==> config.mk <==
export PLATFORM = sky130hd
export DESIGN_NAME = alu_cmd_sequencer
export DESIGN_NICKNAME = d
export VERILOG_FILES = /design/src/rtl/alu_seq_pkg.sv /design/src/rtl/cmd_fifo.sv /design/src/rtl/alu_cmd_sequencer.sv
export SDC_FILE = /design/constraint.sdc
export NUM_CORES = 1
export LEC_CHECK = 0
export CAP_MARGIN = 30
export CORE_AREA = 4 4 145 147
export DETAILED_ROUTE_END_ITERATION = 10
export DIE_AREA = 0 0 149 151
export GPL_TIMING_DRIVEN = 0
export PLACE_DENSITY_LB_ADDON = 0.05
export SYNTH_ARGS = -nofsm -noshare
export SYNTH_HDL_FRONTEND = slang
export SYNTH_HIERARCHICAL = 1
export SYNTH_SLANG_ARGS = --single-unit
==> constraint.sdc <==
create_clock -name clk -period 4.9 [get_ports clk]
set_clock_uncertainty 0.05 [all_clocks]
set_input_delay 0.98 -clock clk [delete_from_list [all_inputs] [get_ports clk]]
set_output_delay 0.98 -clock clk [all_outputs]
set_load 0.005 [all_outputs]
==> src/rtl/alu_seq_pkg.sv <==
// Shared types for the ALU command sequencer.
//   seq_state_t : sequencer FSM encoding
//   cmd_t       : one ALU command {op, a, b} at the default widths
package alu_seq_pkg;
  localparam int DATA_W_DEF = 8;
  localparam int OP_W_DEF   = 3;

  typedef enum logic [1:0] {
    S_IDLE  = 2'b00,
    S_ISSUE = 2'b01,
    S_WAIT  = 2'b10
  } seq_state_t;

  typedef struct packed {
    logic [OP_W_DEF-1:0]   op;
    logic [DATA_W_DEF-1:0] a;
    logic [DATA_W_DEF-1:0] b;
  } cmd_t;
endpackage

==> src/rtl/cmd_fifo.sv <==
// Synchronous FIFO holding packed ALU commands.
//   clk, reset  : rising-edge clock, async active-low reset (empties the FIFO)
//   push, wdata : write one entry (ignored when full)
//   pop         : drop the head entry (ignored when empty)
//   full, empty : occupancy flags, both registered-state decodes
//   head        : current head entry, valid while !empty
module cmd_fifo #(
  parameter int W     = 19,
  parameter int DEPTH = 4
) (
  input  logic         clk,
  input  logic         reset,
  input  logic         push,
  input  logic         pop,
  input  logic [W-1:0] wdata,
  output logic         full,
  output logic         empty,
  output logic [W-1:0] head
);
  localparam int AW = $clog2(DEPTH);

  logic [W-1:0]  mem_q [DEPTH];
  logic [W-1:0]  mem_d [DEPTH];
  logic [AW-1:0] wr_ptr_q, wr_ptr_d, rd_ptr_q, rd_ptr_d;
  logic [AW:0]   cnt_q, cnt_d;
  logic          do_push, do_pop;

  assign full    = (cnt_q == (AW+1)'(DEPTH));
  assign empty   = (cnt_q == '0);
  assign head    = mem_q[rd_ptr_q];
  // full/empty come from registered occupancy, so a same-cycle pop never frees a slot early
  assign do_push = push && !full;
  assign do_pop  = pop && !empty;

  always_comb begin
    mem_d    = mem_q;
    wr_ptr_d = wr_ptr_q;
    rd_ptr_d = rd_ptr_q;
    if (do_push) begin
      mem_d[wr_ptr_q] = wdata;
      wr_ptr_d        = wr_ptr_q + AW'(1);
    end
    if (do_pop) rd_ptr_d = rd_ptr_q + AW'(1);
    cnt_d = cnt_q + (AW+1)'(do_push) - (AW+1)'(do_pop);
  end

  always_ff @(posedge clk or negedge reset) begin
    if (!reset) begin
      for (int i = 0; i < DEPTH; i++) mem_q[i] <= '0;
      wr_ptr_q <= '0;
      rd_ptr_q <= '0;
      cnt_q    <= '0;
    end else begin
      mem_q    <= mem_d;
      wr_ptr_q <= wr_ptr_d;
      rd_ptr_q <= rd_ptr_d;
      cnt_q    <= cnt_d;
    end
  end
endmodule

==> src/rtl/alu_cmd_sequencer.sv <==
// Buffers ALU commands and issues them one at a time to the ALU/RAM controller.
//   clk, reset          : rising-edge clock, async active-low reset
//   cmd_valid/cmd_ready : command input handshake; cmd_ready = FIFO not full
//   cmd_op/cmd_a/cmd_b  : command fields
//   start               : 1-cycle issue pulse to the controller
//   alu_op/alu_a/alu_b  : registered operands, held until the next command loads
//   done                : controller completion, only honoured while waiting
//   busy                : command in flight or queued
//   op_count            : completed commands, wraps at 256
//   timeout_err         : sticky, set when a command is abandoned
module alu_cmd_sequencer
  import alu_seq_pkg::*;
#(
  parameter int DATA_W  = DATA_W_DEF,
  parameter int OP_W    = OP_W_DEF,
  parameter int DEPTH   = 4,
  parameter int TIMEOUT = 15
) (
  input  logic              clk,
  input  logic              reset,
  input  logic              cmd_valid,
  output logic              cmd_ready,
  input  logic [OP_W-1:0]   cmd_op,
  input  logic [DATA_W-1:0] cmd_a,
  input  logic [DATA_W-1:0] cmd_b,
  output logic              start,
  output logic [OP_W-1:0]   alu_op,
  output logic [DATA_W-1:0] alu_a,
  output logic [DATA_W-1:0] alu_b,
  input  logic              done,
  output logic              busy,
  output logic [7:0]        op_count,
  output logic              timeout_err
);
  localparam int CMD_W = OP_W + 2*DATA_W;
  localparam int CW    = $clog2(TIMEOUT + 1);

  seq_state_t        state_q, state_d;
  logic [CW-1:0]     wait_cnt_q, wait_cnt_d;
  logic [OP_W-1:0]   alu_op_q, alu_op_d;
  logic [DATA_W-1:0] alu_a_q, alu_a_d, alu_b_q, alu_b_d;
  logic [7:0]        op_count_q, op_count_d;
  logic              timeout_err_q, timeout_err_d;

  logic              fifo_push, fifo_pop, fifo_full, fifo_empty;
  logic [CMD_W-1:0]  fifo_head;

  assign fifo_push = cmd_valid && !fifo_full;

  cmd_fifo #(.W(CMD_W), .DEPTH(DEPTH)) u_fifo (
    .clk   (clk),
    .reset (reset),
    .push  (fifo_push),
    .pop   (fifo_pop),
    .wdata ({cmd_op, cmd_a, cmd_b}),
    .full  (fifo_full),
    .empty (fifo_empty),
    .head  (fifo_head)
  );

  // The head stays in the FIFO while in flight; it is only popped on done or timeout.
  always_comb begin
    state_d       = state_q;
    wait_cnt_d    = wait_cnt_q;
    alu_op_d      = alu_op_q;
    alu_a_d       = alu_a_q;
    alu_b_d       = alu_b_q;
    op_count_d    = op_count_q;
    timeout_err_d = timeout_err_q;
    fifo_pop      = 1'b0;
    case (state_q)
      S_IDLE: begin
        if (!fifo_empty) begin
          alu_op_d = fifo_head[CMD_W-1 -: OP_W];
          alu_a_d  = fifo_head[2*DATA_W-1 -: DATA_W];
          alu_b_d  = fifo_head[DATA_W-1:0];
          state_d  = S_ISSUE;
        end
      end
      S_ISSUE: begin
        wait_cnt_d = '0;
        state_d    = S_WAIT;
      end
      S_WAIT: begin
        wait_cnt_d = wait_cnt_q + CW'(1);
        // done takes priority over an expiring timer in the same cycle
        if (done) begin
          fifo_pop   = 1'b1;
          op_count_d = op_count_q + 8'd1;
          state_d    = S_IDLE;
        end else if (wait_cnt_q == CW'(TIMEOUT)) begin
          fifo_pop      = 1'b1;
          timeout_err_d = 1'b1;
          state_d       = S_IDLE;
        end
      end
      default: state_d = S_IDLE;
    endcase
  end

  always_ff @(posedge clk or negedge reset) begin
    if (!reset) begin
      state_q       <= S_IDLE;
      wait_cnt_q    <= '0;
      alu_op_q      <= '0;
      alu_a_q       <= '0;
      alu_b_q       <= '0;
      op_count_q    <= '0;
      timeout_err_q <= 1'b0;
    end else begin
      state_q       <= state_d;
      wait_cnt_q    <= wait_cnt_d;
      alu_op_q      <= alu_op_d;
      alu_a_q       <= alu_a_d;
      alu_b_q       <= alu_b_d;
      op_count_q    <= op_count_d;
      timeout_err_q <= timeout_err_d;
    end
  end

  assign cmd_ready   = !fifo_full;
  assign start       = (state_q == S_ISSUE);
  assign busy        = (state_q != S_IDLE) || !fifo_empty;
  assign alu_op      = alu_op_q;
  assign alu_a       = alu_a_q;
  assign alu_b       = alu_b_q;
  assign op_count    = op_count_q;
  assign timeout_err = timeout_err_q;
endmodule
Word-level counts from Yosys, hierarchy flattened
Cells that the tools add are included. Widths: inputs -> output; s select.

Logic and storage cells: 62. Register bits: 117. Output and inout port bits: 31.

Add/subtract/negate cells: 6. $lt $le $gt $ge: 3. Reduce and logical (&&, ||, !) cells: 15. Equality and inequality tests: 6. Bitwise gates (word level): 4. Muxes and demuxes: 14.

Operators by type and width (number): $bwmux 76 (1); $mux 19 (3); $bmux 19 s2 (1); $demux 19 s2 (1); $add 8x1->8 const B (1); $pmux 4 s2 (1); $ge 3x3->1 const B (2); $mux 2 (3); $not 2->3 (2); $pmux 2 s3 (1); $reduce_and 2->1 (3); $add 2x1->2 const B (2); $add 4x1->4 const B (1); $eq 4x4->1 const B (1); $logic_and 1x1->1 (4); $reduce_bool 2->1 (2); $add 3x1->3 (1); $eq 3x3->1 const B (1); $logic_not 3->1 (1); $lt 3x1->1 const B (1); $mux 1 (3); $ne 3x3->1 const B (1); $reduce_and 3->1 (1); $sub 3x1->3 (1); 7 further kinds (9).

Depth between registers and ports, before layout
Depth in word-level cells: 6. Mapped depth: 14. Mapped depth without buffers: 10.

Hierarchy
The synthesis kept the hierarchy.

Modules (own cells, without submodules): cmd_fifo (cells each 508, instances 1, area each 6239.7 µm²); alu_cmd_sequencer (cells each 106, instances 1, area each 1507.7 µm²).

Worst setup path after synthesis
OpenSTA, ideal clock, no wires.

Path type: input-to-reg. From: input cmd_valid. To: register u_fifo.cnt_q[2]. Path buffers: 2. Library setup time: 0.123 ns. Required time: 4.727 ns. Slack: 2.032 ns. Cell stages on the path: 10. Data arrival time: 2.696 ns. Path through: nor2b_1 > buf_4 > buf_2 > nand2b_1 > ha_1 > inv_1 > ha_1 > fa_1 > xor2_1 > xnor2_1.

Word-level cells in the longest chain between the ends: 4.

RTL lines: start: declaration (line alu_cmd_sequencer.sv:21) `input logic cmd_valid,`; $logic_and 1x1->1 (line alu_cmd_sequencer.sv:48) `assign fifo_push = cmd_valid && !fifo_full;`; $logic_and 1x1->1 (line cmd_fifo.sv:32) `assign do_push = push && !full;`; $add 3x1->3 (line cmd_fifo.sv:44) `cnt_d = cnt_q + (AW+1)'(do_push) - (AW+1)'(do_pop);`; $sub 3x1->3 (line cmd_fifo.sv:44); net u_fifo.cnt_d[2] (line cmd_fifo.sv:25) `logic [AW:0] cnt_q, cnt_d;`; end signal: assignment (line cmd_fifo.sv:57) `cnt_q <= cnt_d;`; end: declaration (line cmd_fifo.sv:25).

The timed path passes the listed nets, and every way through them passes these cells. A chain may end at the register's enable or synchronous reset.

Worst setup path after layout
From: input cmd_valid. To: register u_fifo.cnt_q[2].

Word-level cells in the longest chain between the ends: 4.

RTL lines: $logic_and 1x1->1 (line alu_cmd_sequencer.sv:48); net fifo_push (line alu_cmd_sequencer.sv:45) `logic fifo_push, fifo_pop, fifo_full, fifo_empty;`; $logic_and 1x1->1 (line cmd_fifo.sv:32); $add 3x1->3 (line cmd_fifo.sv:44); $sub 3x1->3 (line cmd_fifo.sv:44); net u_fifo.cnt_d[2] (line cmd_fifo.sv:25).

The timed path passes the listed nets, and every way through them passes these cells.

==> results.md <==
- Tot GR Track Use: 0.229
- Post-synth top cells: 117 x dfrtp_1, 78 x nand3_1, 78 x nand4bb_1, 78 x o211ai_2, 76 x a21bo_2
- GP Congestion: roughly 0.8
- CTS Hold Bufs: 0
- Async set-reset flop share out of synthesis: 1.00
- GRT overflow: 0
- Final Max Tran Viols: 0
- Post-layout util: 0.463
- Yosys top cell area share: 0.378
- Fin area: 9210 um^2
- Placeable Area: 19,900 um^2
- Largest net degree at the start of global routing: 77
- Total CTS buffers: 17
- I/O Buffers: 53
- DRC: 0
- Kind of critical path: in -> reg
- Setup violations, final: 0
- Syn_area_per_cell: 12.6 um^2
- Slew Limit Headroom: 0.473
- Hold Vio Cnt, Final: 0
- R2R Setup Slk: 1.78 ns
- Area of the multi-input gates: between 4000 and 5000 um^2
- Yosys reg bits: 117
- Met3 Routed Length: 1410 um
- Family with the most delay on the worst path: buffers and inverters
- Netlist cell types: 36
- DR WL/cell: 25.9 um
- CP max stage cell: clkdlybuf4s50_1
- Die Area: 22,500 um^2
- Met2 WL: 11,900 um
- Die extent in x: approximately 150 um
- Area of placed instances: about 8600 um^2
- Tcrit/Tclk final: 0.660
- Post-synth top area cell: dfrtp_1
- Clock Tree Root: clkbuf_16
- Share of cells above drive strength 1: 0.366
- Finished Layout Cells: 969
- CP dominant cell by count: ha_1
- Clock sink total: 117
- WP data required: 5.15 ns
- Status: finished clean
- Minimum clock period: 3.23 ns
- Worst EP arrival: 3.48 ns
- Crit path cell chain: clkdlybuf4s50_1 > nor2b_1 > buf_4 > buf_2 > nand2b_1 > ha_1 > inv_1 > ha_1 > fa_1 > xor2_1 > xnor2_1
- Hold WC Path Type: reg -> reg
- DR vias/cell: 6.03
- Crit path launch type: primary input
- CTS Buffer Depth: 2
- Leakage: 3.63 nW
- Most frequent cell after synthesis: dfrtp_1
- # rows: 52
- Clk_lat worst skew: 0.42 ns
- Post-CTS setup buffers: 0
- Syn-to-layout area delta: 18.9%
- Worst-Margin Slew: roughly 0.8 ns
- Post-synth top flop: dfrtp_1
- Ant diodes: 0
- Uppermost layer routed: met4
- Vias in the first global route: about 6,200
- Initial antenna violation count: 0
- Cells after synthesis: 614
- Yosys Warn Count: 6
- Max_cap viols: 0
- Via count: 5,847
- RSZ-0062 raised after global routing: no
- Placed cell count: 938
- Bufs and invs on worst path: 4
- Mapped Area: 7750 um^2
- # IOs: 54
- ANT nets after route: 0
- Post_cts resized: 0
- Final total power: 6.96 mW
- Worst-path fanout max: 10
- Highest Clock Rate: 309 MHz
- TritonCTS clock tree: done
- Global-route wire length before repair: 38,500 um
- Ranking of synthesized cells by area: dfrtp_1 38%, o211ai_2 13%, nand4bb_1 11%
- Initial core utilization: 0.389
- WL met1: between 10,000 and 15,000 um
- # fillers: 1,853
- Sequential Area: between 2000 and 3000 um^2
- Clock-pin slew on the worst setup and hold paths: 0.05 ns
- VDD IR max: about 0.32 mV
- Fin nets: 723
- First DRT Iteration DRCs: 497
- Mapped Nets: 650
- Hold slack: 0.419 ns
- Chip height: 151 um
- Crit path capture type: register
- Number of synthesized flops with an enable pin: 0
- H-tree depth: 4
- DR pass1 iterations: 5
- CP max stage delay: 0.48 ns
- Routed wire length: roughly 25,000 um
- Power per cell area: around 760 nW/um^2
- Register area share after synthesis: 0.378
- HPWL Detailed: 17,400 um
## worst paths after layout
path | startpoint | endpoint | depth (start not counted)
min in group asynchronous | reset | alu_a[3] | 1
worst max register to register | u_fifo/cnt_q[0] | u_fifo/cnt_q[2] | 14
worst min-delay path | op_count[7] | op_count[7] | 1
worst min register to register | op_count[7] | op_count[7] | 1
worst max-delay path | cmd_valid | u_fifo/cnt_q[2] | 11
max in group asynchronous | reset | u_fifo/wr_ptr_q[0] | 2
## metal layers
layer,vias up,track usage
met3,40,0.0449
met4,0,0.0764
met5,-,0
li1,2516,-
met1,3079,0.314
met2,212,0.364
## stage by stage
step | setup WS, ns | TNS [ns]
4_1_cts | 1.67 | 0
3_3_place_gp | -2.36 | -274.22
5_1_grt | 1.55 | 0
2_1_floorplan | 2.03 | 0
6_report | 1.67 | 0
3_5_place_dp | 1.28 | 0
## placed cells by master, fill, tap and decap left out, drive strengths merged, types with 2 or more instances in the layout
cell	count
clkinv	2
nand2b	6
o21ai	2
a21bo	76
dlygate4sd1	6
ha	12
xnor2	8
and3	3
nand2	5
mux2i	2
o211ai	78
mux2	22
nand3	78
inv	11
nor2b	3
clkbuf	56
dfrtp	117
mux4	19
buf	44
o2bb2ai	3
xor2	3
nand4	4
clkdlybuf4s50	52
nand4bb	78
## cell families (layout without fill, tap and decap cells)
kind of cell             after synthesis  in the layout  synth area share
multiplexers                          43             43            0.0946
AO/OA/AOI/OAI                        163            163             0.234
XOR/XNOR                              11             11            0.0124
flip-flops                           117            117             0.378
buffers and inverters                 87            172            0.0759
adder cells (fa/ha/maj)               13             13            0.0220
AND/OR/NAND/NOR                      180            180             0.183
## report_power, final
group	internal, mW	switching, mW
Combinational	1.98	1.92
Sequential	1.45	0.400
Clock	0.775	0.441
Total	4.21	2.76
## registers in the layout, summed over array words and instances (netlist names)
| signal | flops |
|---|---|
| u_fifo/mem_q | 76 |
| timeout_err | 1 |
| alu_b | 8 |
| u_fifo/wr_ptr_q | 2 |
| u_fifo/rd_ptr_q | 2 |
| alu_op | 3 |
| op_count | 8 |
| state_q | 2 |
| alu_a | 8 |
| u_fifo/cnt_q | 3 |
| wait_cnt_q | 4 |
## final cells by class
type,count,share of cell area
clock inverter,3,0.00435
multi-input combinational,410,0.459
clock buffer,28,0.0572
inverter,11,0.00448
tap,270,0.0367
buffer,76,0.0594
timing repair buffer,54,0.0607
sequential,117,0.318
(Power assumes the default switching activity.)
